**src/rtl/bcnn_pkg.sv**
```systemverilog
// Shared types and helpers for the BCNN popcount array.
// Holds the PE state encoding and the saturating adder.
package bcnn_pkg;

  localparam int LANES_DEF     = 8;
  localparam int SUM_WIDTH_DEF = 8;

  typedef enum logic [1:0] {
    S_IDLE,
    S_ACC,
    S_HOLD
  } pe_state_t;

  // bit 32 flags a clamp; low w bits hold the clamped sum
  function automatic logic [32:0] sat_add(
    input logic [31:0] a,
    input logic [31:0] b,
    input int unsigned w
  );
    logic [32:0] s;
    logic [32:0] mx;
    s  = {1'b0, a} + {1'b0, b};
    mx = (33'd1 << w) - 33'd1;
    if (s > mx) return {1'b1, mx[31:0]};
    return {1'b0, s[31:0]};
  endfunction

endpackage

```
**src/rtl/popcount_tree.sv**
```systemverilog
// Balanced combinational popcount built by recursive halving.
// Output is wide enough to hold N.
module popcount_tree #(
  parameter int N  = 8,
  parameter int CW = $clog2(N + 1)
) (
  input  logic [N-1:0]  bits,
  output logic [CW-1:0] count
);

  if (N == 1) begin : g_leaf
    assign count = CW'(bits);
  end else begin : g_node
    localparam int NL = N / 2;
    localparam int NH = N - NL;
    localparam int CL = $clog2(NL + 1);
    localparam int CH = $clog2(NH + 1);

    logic [CL-1:0] cl;
    logic [CH-1:0] ch;

    popcount_tree #(.N(NL)) u_lo (
      .bits  (bits[NL-1:0]),
      .count (cl)
    );

    popcount_tree #(.N(NH)) u_hi (
      .bits  (bits[N-1:NL]),
      .count (ch)
    );

    assign count = CW'(cl) + CW'(ch);
  end

endmodule

```
**src/rtl/xnor_popcount_pe.sv**
```systemverilog
// Multi-lane XNOR-popcount PE with windowed saturating accumulation,
// binarised result behind valid/ready, and activation forwarding.
module xnor_popcount_pe
  import bcnn_pkg::*;
#(
  parameter int LANES     = LANES_DEF,
  parameter int SUM_WIDTH = SUM_WIDTH_DEF
) (
  input  logic                 clk,
  input  logic                 reset_n,
  input  logic                 weight_load,
  input  logic [LANES-1:0]     weight_bits,
  input  logic                 in_valid,
  output logic                 in_ready,
  input  logic [LANES-1:0]     in_bits,
  input  logic [LANES-1:0]     in_mask,
  input  logic                 in_first,
  input  logic                 in_last,
  input  logic [SUM_WIDTH-1:0] partial_sum_in,
  input  logic [SUM_WIDTH-1:0] threshold,
  output logic                 out_valid,
  input  logic                 out_ready,
  output logic [SUM_WIDTH-1:0] out_sum,
  output logic                 out_bit,
  output logic                 out_sat,
  output logic                 fwd_valid,
  output logic [LANES-1:0]     fwd_bits
);

  localparam int CW = $clog2(LANES + 1);

  pe_state_t            state;
  logic [LANES-1:0]     weights;
  logic [SUM_WIDTH-1:0] acc;
  logic                 sat;

  logic [LANES-1:0]     xn;
  logic [CW-1:0]        pc;
  logic                 accept;
  logic                 first_eff;
  logic                 ld_ok;
  logic [SUM_WIDTH-1:0] base;
  logic [32:0]          add_r;
  logic [SUM_WIDTH-1:0] sum_n;
  logic                 sat_n;
  logic                 bit_n;
  logic                 unused_hi;

  assign xn = ~(in_bits ^ weights) & in_mask;

  popcount_tree #(.N(LANES)) u_pc (
    .bits  (xn),
    .count (pc)
  );

  // gated so the PE reports not-ready while held in reset
  assign in_ready  = reset_n & ((state != S_HOLD) | out_ready);
  assign out_valid = (state == S_HOLD);
  assign accept    = in_valid & in_ready;
  assign first_eff = (state != S_ACC) | in_first;
  assign base      = first_eff ? partial_sum_in : acc;
  assign add_r     = sat_add(32'(base), 32'(pc), SUM_WIDTH);
  assign sum_n     = add_r[SUM_WIDTH-1:0];
  assign sat_n     = add_r[32] | (~first_eff & sat);
  assign bit_n     = (sum_n >= threshold);
  assign unused_hi = ^add_r[31:SUM_WIDTH];

  assign ld_ok = weight_load &
                 ((state == S_IDLE) |
                  ((state == S_HOLD) & ~accept));

  always_ff @(posedge clk or negedge reset_n) begin
    if (!reset_n) begin
      state     <= S_IDLE;
      weights   <= '0;
      acc       <= '0;
      sat       <= 1'b0;
      out_sum   <= '0;
      out_bit   <= 1'b0;
      out_sat   <= 1'b0;
      fwd_valid <= 1'b0;
      fwd_bits  <= '0;
    end else begin
      if (ld_ok) weights <= weight_bits;
      fwd_valid <= accept;
      if (accept) begin
        fwd_bits <= in_bits;
        acc      <= sum_n;
        sat      <= sat_n;
      end
      unique case (1'b1)
        accept & in_last: begin
          state   <= S_HOLD;
          out_sum <= sum_n;
          out_bit <= bit_n;
          out_sat <= sat_n;
        end
        accept & ~in_last: state <= S_ACC;
        ~accept & (state == S_HOLD) & out_ready:
          state <= S_IDLE;
        default: ;
      endcase
    end
  end

endmodule

```
**config.mk**
```make
export PLATFORM = sky130hd
export DESIGN_NAME = xnor_popcount_pe
export DESIGN_NICKNAME = d
export VERILOG_FILES = /design/src/rtl/bcnn_pkg.sv /design/src/rtl/popcount_tree.sv /design/src/rtl/xnor_popcount_pe.sv
export SDC_FILE = /design/constraint.sdc
export NUM_CORES = 1
export LEC_CHECK = 0
export CAP_MARGIN = 40
export CORE_MARGIN = 4
export CORE_UTILIZATION = 47
export CTS_BUF_LIST = sky130_fd_sc_hd__clkbuf_16
export CTS_CLUSTER_SIZE = 24
export DETAILED_ROUTE_END_ITERATION = 16
export PLACE_DENSITY_LB_ADDON = 0.08
export SYNTH_ARGS = -nofsm -noshare
export SYNTH_HDL_FRONTEND = slang
export SYNTH_SLANG_ARGS = --single-unit
```
**constraint.sdc**
```tcl
create_clock -name clk -period 7.09 [get_ports clk]
set_clock_uncertainty 0.05 [all_clocks]
set_input_delay 1.418 -clock clk [delete_from_list [all_inputs] [get_ports clk]]
set_output_delay 1.418 -clock clk [all_outputs]
set_load 0.03 [all_outputs]
```
**Word-level counts from Yosys, hierarchy flattened**

Cells that the tools add are included.

- Register bits after elaboration: 38
- Bits of input ports: 47
- Output and inout bits: 21
- Word-level logic and storage cells: 47

- Add/subtract/negate cells: 8
- Magnitude comparators: 2
- Equality and inequality tests: 3
- Muxes and demuxes: 5
- Bitwise operators: 18
- Reductions and logical operators: 2

Operator list:

| cell | count |
|---|---|
| $mux W33 | 2 |
| $add A8 B4 Y9 | 1 |
| $gt A9 B8 Y1 const B | 1 |
| $add A1 B1 Y2 | 4 |
| $and A1 B1 Y1 | 8 |
| $and A8 B8 Y8 | 1 |
| $ge A8 B8 Y1 | 1 |
| $mux W8 | 1 |
| $not A8 Y8 | 1 |
| $xor A8 B8 Y8 | 1 |
| $add A2 B2 Y3 | 2 |
| $pmux W2 S3 | 1 |
| $add A3 B3 Y4 | 1 |
| $or A1 B1 Y1 | 4 |
| $not A1 Y1 | 3 |
| $reduce_bool A3 Y1 | 1 |
| $eq A2 B2 Y1 const B | 1 |
| $logic_not A2 Y1 | 1 |
| $ne A2 B1 Y1 const B | 1 |
| $ne A2 B2 Y1 const B | 1 |
| $mux W1 | 1 |

**Logic depth before layout (Yosys ltp)**

Gate-level depths: netlist of the first run.

- Depth after elaboration: 11
- Gate-level depth with buffers: 21
- Depth with buffers taken out: 20

**Modules after synthesis**

From an unflattened synthesis of the first run, not the netlist that was laid out.

- Cell total of the unflattened synthesis: 258
- Area total of the unflattened synthesis: 2509.9 um^2

By module, submodules not included:

| module | times used | cells an instance | area an instance (um^2) | sequential area each (um^2) |
|---|---|---|---|---|
| xnor_popcount_pe | 1 | 220 | 2202.1 | 950.9 |
| popcount_tree (u_pc.g_node.u_hi ...) | 2 | 7 | 51.3 | 0.0 |
| popcount_tree (u_pc) | 1 | 12 | 95.1 | 0.0 |
| popcount_tree (u_pc.g_node.u_hi.g_node.u_hi.g_node.u_hi ...) | 8 | 1 | 7.5 | 0.0 |
| popcount_tree (u_pc.g_node.u_hi.g_node.u_hi ...) | 4 | 1 | 12.5 | 0.0 |

**Least setup slack after synthesis of the first run**

Ideal clock, no wire load.

- Kind: input port to flip-flop
- Start: in in_bits[0]
- End: reg out_bit
- Library setup time: 0.129 ns
- Data arrival time: 5.860 ns
- Required time: 6.911 ns
- Slack: 1.051 ns
- Cell stages on the path: 21
- Path buffers: 1
- Path through: xnor2_1 > and2_1 > fa_1 > inv_1 > fa_1 > inv_1 > fa_1 > fa_1 > inv_1 > fa_1 > and2b_1 > o21a_1 > o2111ai_1 > buf_2 > and2b_1 > ha_1 > nand2b_1 > a21o_1 > a21o_1 > a41oi_1 > o21ai_0

- Cells in the longest elaborated chain, start to end: 11

Ends and longest elaborated chain:

| what | line | text |
|---|---|---|
| from (decl) | xnor_popcount_pe.sv:15 | `input logic [LANES-1:0] in_bits,` |
| $xor A8 B8 Y8 (*) | xnor_popcount_pe.sv:49 | `assign xn = ~(in_bits ^ weights) & in_mask;` |
| $not A8 Y8 (*) | xnor_popcount_pe.sv:49 |  |
| $and A8 B8 Y8 (*) | xnor_popcount_pe.sv:49 |  |
| $add A1 B1 Y2 (*) | popcount_tree.sv:32 | `assign count = CW'(cl) + CW'(ch);` |
| $add A2 B2 Y3 (*) | popcount_tree.sv:32 |  |
| $add A3 B3 Y4 (*) | popcount_tree.sv:32 |  |
| $add A8 B4 Y9 (*) | bcnn_pkg.sv:22 | `s = {1'b0, a} + {1'b0, b};` |
| $gt A9 B8 Y1 | bcnn_pkg.sv:24 | `if (s > mx) return {1'b1, mx[31:0]};` |
| $mux W1 | bcnn_pkg.sv:24 |  |
| $mux W33 (*) | bcnn_pkg.sv:25 | `return {1'b0, s[31:0]};` |
| $ge A8 B8 Y1 (*) | xnor_popcount_pe.sv:65 | `assign bit_n = (sum_n >= threshold);` |
| to (signal assigned) | xnor_popcount_pe.sv:95 | `out_bit <= bit_n;` |
| to (decl) | xnor_popcount_pe.sv:24 | `output logic out_bit,` |

Mark *: on every way between the ends. The rest lies on a longest branch, timed or not.
A chain may end at the register's enable or synchronous reset.

**Final worst setup path of the first run**

Ends and elaborated chain as after synthesis.

==> impl_metrics.py, run 1 <==
metrics = {
    "outcome": {
        "status": "complete, no violations",
    },
    "floorplan": {
        "coreArea_um2": 4750,
        "fp.dieH_um": 78.1,
        "initial_core_util": 0.485,
        "die_area_um2": 6090,
        "dieWidth_um": 78.1,
        "io_pins": 68,
        "num_rows": 25,
    },
    "layout": {
        "layout.nets": 359,
        "layout_common_cells": "clkdlybuf4s50_1, nand2_1, dfrtp_1",
        "multiInputGateArea_um2": 1240,
        "syn2layout_area_growth_pct": 38.2,
        "layout_commonest_cell": "clkdlybuf4s50_1",
        "n_fill_cell": 406,
        "seq_area_um2": 951,
        "drive_above_1_share": 0.133,
        "design_area_um2": 3190,
        "diodes": 0,
    },
    "timing": {
        "fin_crit_sh": 0.907,
        "period_needed_ps": 6430,
        "rsz0062_at_grt": "no",
        "finalSetupViolations": 0,
        "maxSlewViolCount": 0,
        "setup_tns_ps": 0,
        "finalHoldViolCount": 0,
        "clock.fmax_mhz": 155,
        "maxSlewHeadroom": 0.534,
        "tightest_slew_ps": 698,
    },
    "setup_path": {
        "endpoint": "out_bit",
        "cp_data_arrival_time_ps": 6530,
        "worstSetupStartpoint": "in_bits[0]",
        "r2r_start": "weights[0]",
        "r2r_end": "out_bit",
        "start_kind": "primary input",
        "crit_fanout": 3,
        "timing.reg2reg.setup_slack_ps": 1860,
        "r2r_cells": 20,
        "critical_path_required_ps": 7190,
        "crit_type": "primary input to flop",
        "cp-end-kind": "flop",
    },
    "synth": {
        "synth_top_area_frac": 0.412,
        "yosys-top-cells-area": "dfrtp_1, mux2_2, ha_1",
        "ys_warn_count": 0,
        "syn_area_um2": 2310,
        "yosysSeqAreaShare": 0.412,
        "synth_cell_types": 37,
        "synth.net_count": 288,
        "synth.avg_cell_area_um2": 10.4,
        "synth_top_cell_by_area": "dfrtp_1",
        "async_flop_share": 1.00,
        "ys_ff_latch": 38,
        "synth_cells": 222,
        "synth-main-ff-cell": "dfrtp_1",
        "synth_edf_count": 0,
    },
    "clock_network": {
        "cts_resized": 0,
        "cts_root_buf": "clkbuf_16",
        "tritoncts": "yes",
        "clockBufferDepth": 2,
        "cts_setup_buffers": 0,
        "cts_hold_buffers": 0,
        "path_clk_slew_ps": 60,
        "worstSkewPairLatency_ps": 280,
        "cts_buffers": 5,
        "cts_sinks": 38,
        "htree_levels": 2,
    },
    "routing": {
        "drt_pass1_iterations": 4,
        "dr_total_vias": 1750,
        "drt_iter0_drc": 69,
        "postRouteAntennaNets": 0,
        "drt-met1-wl_um": 2350,
        "drcViolationCount": 0,
        "routed_wl_um": 4890,
        "top_layer": "met4",
        "met2_wirelength_um": 2170,
        "avgViaCountPerCell": 4.85,
        "wl_per_cell_um": 13.5,
        "dr_wl_met3_um": 298,
    },
    "pwr": {
        "power-per-cell-area_nw_per_um2": 344,
        "vdd_drop_max_mv": 0.191,
        "leakagePower_uw": 0.00145,
    },
    "grt": {
        "antenna_found_initial": 0,
        "grt_max_degree": 23,
        "grt_pass1_vias": 1800,
        "grt_util_all_layers": 0.176,
        "grt_first_pass_wirelength_um": 8500,
        "grt-ovfl-total": 0,
    },
    "placed_design": {
        "hpwl_um": 3850,
        "dpl-instance-area_um2": 3050,
        "numPortBuffers": 67,
        "gp_congestion": 0.783,
    },
    "run": {
        "maxCapViolCount": 0,
    },
    "worst_hold_path": {
        "hp-start": "fwd_bits[0]",
        "min_path_type": "flop to flop",
    },
}
## cells in the mapped netlist (2+ instances only)
cell type  count
a211oi_1       2
a21o_1         4
fa_1           5
o31ai_1        2
ha_1          14
inv_1         17
mux2_4         3
buf_2          2
xor2_1         2
nand3_1        3
nor2_1        10
mux2_2        19
dfrtp_1       38
a31oi_1        5
buf_6          3
and2_1         9
a21oi_1        2
o21ai_0       13
nand2_1       40
xnor2_1        8
mux2i_1        4
and2b_1        2
## stage by stage
stage | total power [µW] | hold WS [ps] | instances | util | setup WS (ps)
after floorplan | 720 | 394 | 222 | - | 1050
after global placement | 887 | 406 | 352 | 0.636 | 407
after detailed placement | 901 | 412 | 353 | 0.642 | 357
after CTS | 1110 | 426 | 361 | 0.671 | 603
after global routing | 1200 | 462 | 361 | 0.671 | 435
final | 1100 | 420 | 361 | 0.671 | 659
## cell families after synthesis
logic type               Yosys count  synth area share
AO/OA/AOI/OAI                     35             0.104
adder cells (fa/ha/maj)           19             0.119
buffers and inverters             23            0.0483
multiplexers                      26             0.130
flip-flops                        38             0.412
AND/OR/NAND/NOR                   71             0.149
XOR/XNOR                          10            0.0380
## flip-flops by register name, summed over array words and instances (netlist names)
signal     cells
acc            8
fwd_bits       8
out_sum        8
weights        8
state          2
fwd_valid      1
out_bit        1
out_sat        1
sat            1
## report_power, final
part | switching (µW) | leakage [µW] | internal [µW]
clock network | 83.2 | 0.0000724 | 127
logic | 288 | 0.000923 | 278
registers | 37.5 | 0.000456 | 283
## area by class of cell
| cell class | instances | share of cell area |
|---|---|---|
| clock buffer | 5 | 0.0392 |
| multi-input combinational | 161 | 0.390 |
| tap | 67 | 0.0263 |
| sequential | 38 | 0.298 |
| timing repair buffer | 70 | 0.222 |
| inverter | 17 | 0.0200 |
| clock inverter | 3 | 0.00392 |
## critical path, cell delays in order
cell and delay (ps):
clkdlybuf4s50_1 430, xnor2_1 140, and2_1 170, fa_1 530
inv_1 60, fa_1 530, inv_1 50, fa_1 500
fa_1 480, inv_1 90, fa_1 190, and2b_1 190
o21a_1 180, o2111ai_1 230, and2b_1 220, ha_1 240
nand2b_1 140, a21o_1 170, a21o_1 170, a41oi_1 270
o21ai_0 130
## worst min-delay path by stage
stage | endpoint | cells past startpoint | slack (ps)
after floorplan | acc[2] | 2 | 390
after global placement | acc[2] | 2 | 410
after detailed placement | fwd_bits[0] | 2 | 410
after CTS | fwd_bits[0] | 2 | 430
after global routing | fwd_bits[6] | 2 | 460
final | fwd_bits[0] | 2 | 420
## metal layers
metal  GRT usage  up-vias
li1            -      896
met1       0.244      800
met2       0.269       47
met3      0.0493        7
met4      0.0524        0
met5           0        -
No activity file was read; power rests on OpenSTA's default activity.
==> run 2: changes to the inputs <==
ABC_CLOCK_PERIOD_IN_PS = 7090   (was not set)
CORE_MARGIN = 2   (was 4)
CORE_UTILIZATION = 49   (was 47)
CTS_BUF_LIST = sky130_fd_sc_hd__clkbuf_4 sky130_fd_sc_hd__clkbuf_8   (was sky130_fd_sc_hd__clkbuf_16)
==> run 2 against run 1 <==
Sequential cell count is the same. Total power down 5.1%. Cell area is 2.6% lower. Sequential share of layout area up 0.78 points. Register-to-register slack about the same. Worst hold slack gained 6.7 ps. Wire length is 0.63% higher. Clock-buffer cell count rose by 1. Die area down 13%. Via count increased by 0.11%. Global-route usage grew 2.9 points. Highest routed layer unchanged.
==> impl_metrics.py, run 2 (synthesis results as in run 1) <==
metrics = {
    "clock_network": {
        "tritoncts": "yes",
        "cts_root_buf": "clkbuf_8",
        "path_clk_slew_ps": 70,
        "htree_levels": 2,
        "worstSkewPairLatency_ps": 290,
        "cts_resized": 0,
        "cts_setup_buffers": 0,
        "cts_hold_buffers": 0,
        "cts_sinks": 38,
        "cts_buffers": 5,
        "clockBufferDepth": 2,
    },
    "grt": {
        "grt_pass1_vias": 1869,
        "grt-ovfl-total": 0,
        "antenna_found_initial": 0,
        "grt_util_all_layers": 0.205,
        "grt_max_degree": 38,
        "grt_first_pass_wirelength_um": 8380,
    },
    "floorplan": {
        "coreArea_um2": 4440,
        "fp.dieH_um": 72.6,
        "num_rows": 24,
        "dieWidth_um": 72.6,
        "io_pins": 68,
        "die_area_um2": 5270,
        "initial_core_util": 0.519,
    },
    "outcome": {
        "status": "complete, no violations",
    },
    "setup_path": {
        "r2r_cells": 20,
        "crit_fanout": 3,
        "cp_data_arrival_time_ps": 6550,
        "r2r_start": "weights[0]",
        "critical_path_required_ps": 7200,
        "cp-end-kind": "flop",
        "timing.reg2reg.setup_slack_ps": 1860,
        "crit_type": "primary input to flop",
        "start_kind": "primary input",
        "r2r_end": "out_bit",
    },
    "worst_hold_path": {
        "hold_depth": 2,
        "min_to": "fwd_bits[3]",
        "hp-start": "fwd_bits[3]",
        "min_path_type": "flop to flop",
    },
    "routing": {
        "drcViolationCount": 0,
        "wl_per_cell_um": 14.3,
        "routed_wl_um": 4920,
        "drt_iter0_drc": 39,
        "avgViaCountPerCell": 5.09,
        "dr_total_vias": 1752,
        "drt_pass1_iterations": 4,
        "postRouteAntennaNets": 0,
    },
    "timing": {
        "maxSlewViolCount": 0,
        "maxSlewHeadroom": 0.514,
        "rsz0062_at_grt": "no",
        "setup_tns_ps": 0,
        "fin_crit_sh": 0.908,
        "finalSetupViolations": 0,
        "period_needed_ps": 6440,
        "tightest_slew_ps": 727,
        "finalHoldViolCount": 0,
        "clock.fmax_mhz": 155,
    },
    "placed_design": {
        "dpl-instance-area_um2": 3030,
        "hpwl_um": 3800,
        "gp_congestion": 0.815,
        "numPortBuffers": 67,
    },
    "pwr": {
        "vdd_drop_max_mv": 0.229,
        "power-per-cell-area_nw_per_um2": 335,
        "leakagePower_uw": 0.00142,
    },
    "layout": {
        "seq_area_um2": 951,
        "layout_common_cells": "clkdlybuf4s50_1, nand2_1, dfrtp_1",
        "drive_above_1_share": 0.134,
        "layout_commonest_cell": "clkdlybuf4s50_1",
        "multiInputGateArea_um2": 1240,
        "diodes": 0,
        "design_area_um2": 3110,
        "syn2layout_area_growth_pct": 34.7,
        "n_fill_cell": 375,
        "layout.nets": 359,
    },
    "run": {
        "maxCapViolCount": 0,
    },
}
## run 2: metal layers
layer  up-vias  routed length, µm  track usage
met2        43               2340        0.335
met5         -                  0            0
li1        892                  -            -
met1       811               2300        0.276
met4         0                 52       0.0494
met3         6                221       0.0525
## run 2: worst max-delay path: stages
cell and delay, ps:
clkdlybuf4s50_1 450, xnor2_1 140, and2_1 180, fa_1 560, inv_1 60, fa_1 530
inv_1 50, fa_1 500, fa_1 470, inv_1 80, fa_1 200, and2b_1 190
o21a_1 180, o2111ai_1 210, and2b_1 230, ha_1 240, nand2b_1 140, a21o_1 170
a21o_1 170, a41oi_1 240, o21ai_0 120
## run 2: area by class of cell
class | instances | share of cell area
clock buffers | 6 | 0.0266
multi-input cells | 161 | 0.401
well taps | 52 | 0.0209
flip-flops and latches | 38 | 0.306
repair buffers | 70 | 0.225
inverters | 17 | 0.0205
## run 2: report_power, final
part	leakage, µW	switching (µW)	internal [µW]
Clock	0.0000431	73.3	75.0
Sequential	0.000456	37.8	283
Combinational	0.000920	293	279
## run 2: worst max-delay path by stage
stage                          start       to  slack [ps]  depth (start not counted)
after floorplan           in_bits[0]  out_bit        1050                         21
after global placement    in_bits[0]  out_bit         400                         21
after detailed placement  in_bits[0]  out_bit         360                         21
after CTS                 in_bits[0]  out_bit         630                         21
after global routing      in_bits[0]  out_bit         330                         21
final                     in_bits[0]  out_bit         650                         21
## run 2: metrics by stage
stage	utilization	std cells	setup WS (ps)	power, µW	hold WS [ps]
after CTS	0.699	344	632	1050	429
after global routing	0.699	344	333	1130	445
final	0.699	344	652	1040	426
after floorplan	-	222	1050	720	394
after detailed placement	0.681	338	363	901	412
after global placement	0.676	337	402	887	407
==> run 3: changes to the inputs <==
CORE_ASPECT_RATIO = 0.8   (was not set)
HOLD_SLACK_MARGIN = 0.12   (was not set)
PLACE_DENSITY = 0.82   (was not set)
PLACE_DENSITY_LB_ADDON = not set   (was 0.08)
==> run 3 against run 2 <==
First-iteration DRC count up 120%. Core utilization shrank 1.9 points. Clock-buffer cell count is 1 higher. Critical path depth stayed put. Global-route usage increased by 1.0 points. Wire length rose by 4.4%. Register-to-register slack improved by 90 ps. Sequential share of layout area barely moved. Cell area about the same. Final cell count up 2.6%. Sequential cell count stayed put. Die area barely moved. Critical path type unchanged. Largest power group unchanged.
==> impl_metrics.py, run 3 (synthesis results as in run 1) <==
metrics = {
    "setup_path": {
        "r2r_start": "weights[0]",
        "r2r_end": "out_bit",
        "crit_type": "primary input to flop",
        "path_cells": "clkdlybuf4s50_1 -> xnor2_1 -> and2_1 -> fa_1 -> inv_1 -> fa_1 -> inv_1 -> fa_1 -> fa_1 -> inv_1 -> fa_1 -> and2b_1 -> o21a_1 -> o2111ai_1 -> buf_4 -> nand2_1 -> ha_1 -> a21o_1 -> a21o_1 -> a41oi_1 -> o21ai_0",
        "timing.reg2reg.setup_slack_ps": 1950,
        "start_kind": "primary input",
        "crit_fanout": 10,
        "cp_data_arrival_time_ps": 6440,
        "cp-end-kind": "flop",
        "r2r_cells": 20,
        "critical_path_required_ps": 7210,
        "crit_path_top_delay_cell": "fa_1",
        "critPathMostFrequentCell": "fa_1",
        "crit_family": "adder cells",
        "cp.buffers_inverters": 5,
        "crit_path_max_incr_delay_ps": 540,
    },
    "floorplan": {
        "dieWidth_um": 80.7,
        "initial_core_util": 0.505,
        "die_area_um2": 5280,
        "fp.dieH_um": 65.4,
        "coreArea_um2": 4570,
        "io_pins": 68,
        "num_rows": 22,
    },
    "clock_network": {
        "cts_root_buf": "clkbuf_8",
        "cts_buffers": 5,
        "path_clk_slew_ps": 70,
        "tritoncts": "yes",
        "cts_setup_buffers": 0,
        "cts_resized": 0,
        "worstSkewPairLatency_ps": 290,
        "clockBufferDepth": 2,
        "htree_levels": 2,
        "cts_sinks": 38,
        "cts_hold_buffers": 0,
    },
    "grt": {
        "grt_first_pass_wirelength_um": 8570,
        "antenna_found_initial": 0,
        "grt_max_degree": 40,
        "grt_util_all_layers": 0.216,
        "grt_pass1_vias": 1911,
        "grt-ovfl-total": 0,
    },
    "routing": {
        "wl_per_cell_um": 14.6,
        "dr_total_vias": 1824,
        "drt_pass1_iterations": 6,
        "drt_iter0_drc": 84,
        "avgViaCountPerCell": 5.17,
        "postRouteAntennaNets": 0,
        "routed_wl_um": 5140,
        "drcViolationCount": 0,
    },
    "layout": {
        "layout.nets": 359,
        "drive_above_1_share": 0.137,
        "layout_common_cells": "clkdlybuf4s50_1, nand2_1, dfrtp_1",
        "syn2layout_area_growth_pct": 34.7,
        "layout_commonest_cell": "clkdlybuf4s50_1",
        "diodes": 0,
    },
    "timing": {
        "setup_tns_ps": 0,
        "fin_crit_sh": 0.892,
        "clock.fmax_mhz": 158,
        "finalHoldViolCount": 0,
        "rsz0062_at_grt": "no",
        "holdWs_ps": 431,
        "period_needed_ps": 6330,
        "maxSlewViolCount": 0,
        "maxSlewHeadroom": 0.533,
        "tightest_slew_ps": 700,
        "finalSetupViolations": 0,
    },
    "placed_design": {
        "hpwl_um": 3940,
        "numPortBuffers": 67,
        "gp_congestion": 0.817,
    },
    "pwr": {
        "leakagePower_uw": 0.00142,
        "power-per-cell-area_nw_per_um2": 341,
        "vdd_drop_max_mv": 0.168,
    },
    "worst_hold_path": {
        "min_to": "fwd_bits[0]",
        "hp-start": "fwd_bits[0]",
        "min_path_type": "flop to flop",
        "hold_depth": 2,
    },
    "outcome": {
        "status": "complete, no violations",
    },
    "run": {
        "maxCapViolCount": 0,
    },
}
run 3: cell types whose count changed in the layout (fill, tap and decap cells not counted):
cell,change
buf_12,-1
buf_4,+1
clkbuf_4,+2
clkbuf_8,-1
run 3: routing by layer:
layer | track usage | vias up | routed length [µm]
met5 | 0 | - | 0
met4 | 0.0784 | 0 | 94
met3 | 0.0495 | 8 | 252
met2 | 0.347 | 49 | 2390
met1 | 0.287 | 881 | 2400
li1 | - | 886 | -
run 3: worst register-to-register path, delay by kind of cell, from the launching register on:
kind / cells / cell delay, ps
adders and majority gates: 6 / 2540
AOI/OAI and AO/OA: 6 / 1050
and+or+nand+nor: 3 / 440
buffers and inverters: 4 / 410
DFF: 1 / 400
xor gates and xnor gates: 1 / 130
run 3: how the worst max path moves through the flow:
stage	startpoint	cells after the start	endpoint
after floorplan	in_bits[0]	21	out_bit
after global placement	in_bits[0]	21	out_bit
after detailed placement	in_bits[0]	21	out_bit
after CTS	in_bits[0]	21	out_bit
after global routing	in_bits[0]	21	out_bit
final	in_bits[0]	21	out_bit
run 3: final cells by class:
| class | instances | area [µm²] |
|---|---|---|
| fillers | 370 | 1460 |
| multi-input cells | 161 | 1240 |
| flip-flops and latches | 38 | 951 |
| repair buffers | 70 | 688 |
| clock buffers | 7 | 83.8 |
| well taps | 60 | 75.1 |
| inverters | 17 | 63.8 |
run 3: report_power, final:
group | leakage [µW] | internal (µW) | switching (µW) | total [µW]
registers | 0.000456 | 283 | 38.7 | 321
clock network | 0.0000452 | 75.5 | 74.5 | 150
logic | 0.000915 | 285 | 304 | 589
run 3: stage by stage:
stage	worst slack [ps]	utilization	instances	total power, µW	area [µm²]
floorplan	1050	-	222	720	2310
global placement	594	0.662	346	879	3020
detailed placement	496	0.662	346	909	3020
CTS	749	0.680	353	1060	3110
global route	508	0.680	353	1150	3110
finish	764	0.680	353	1060	3110
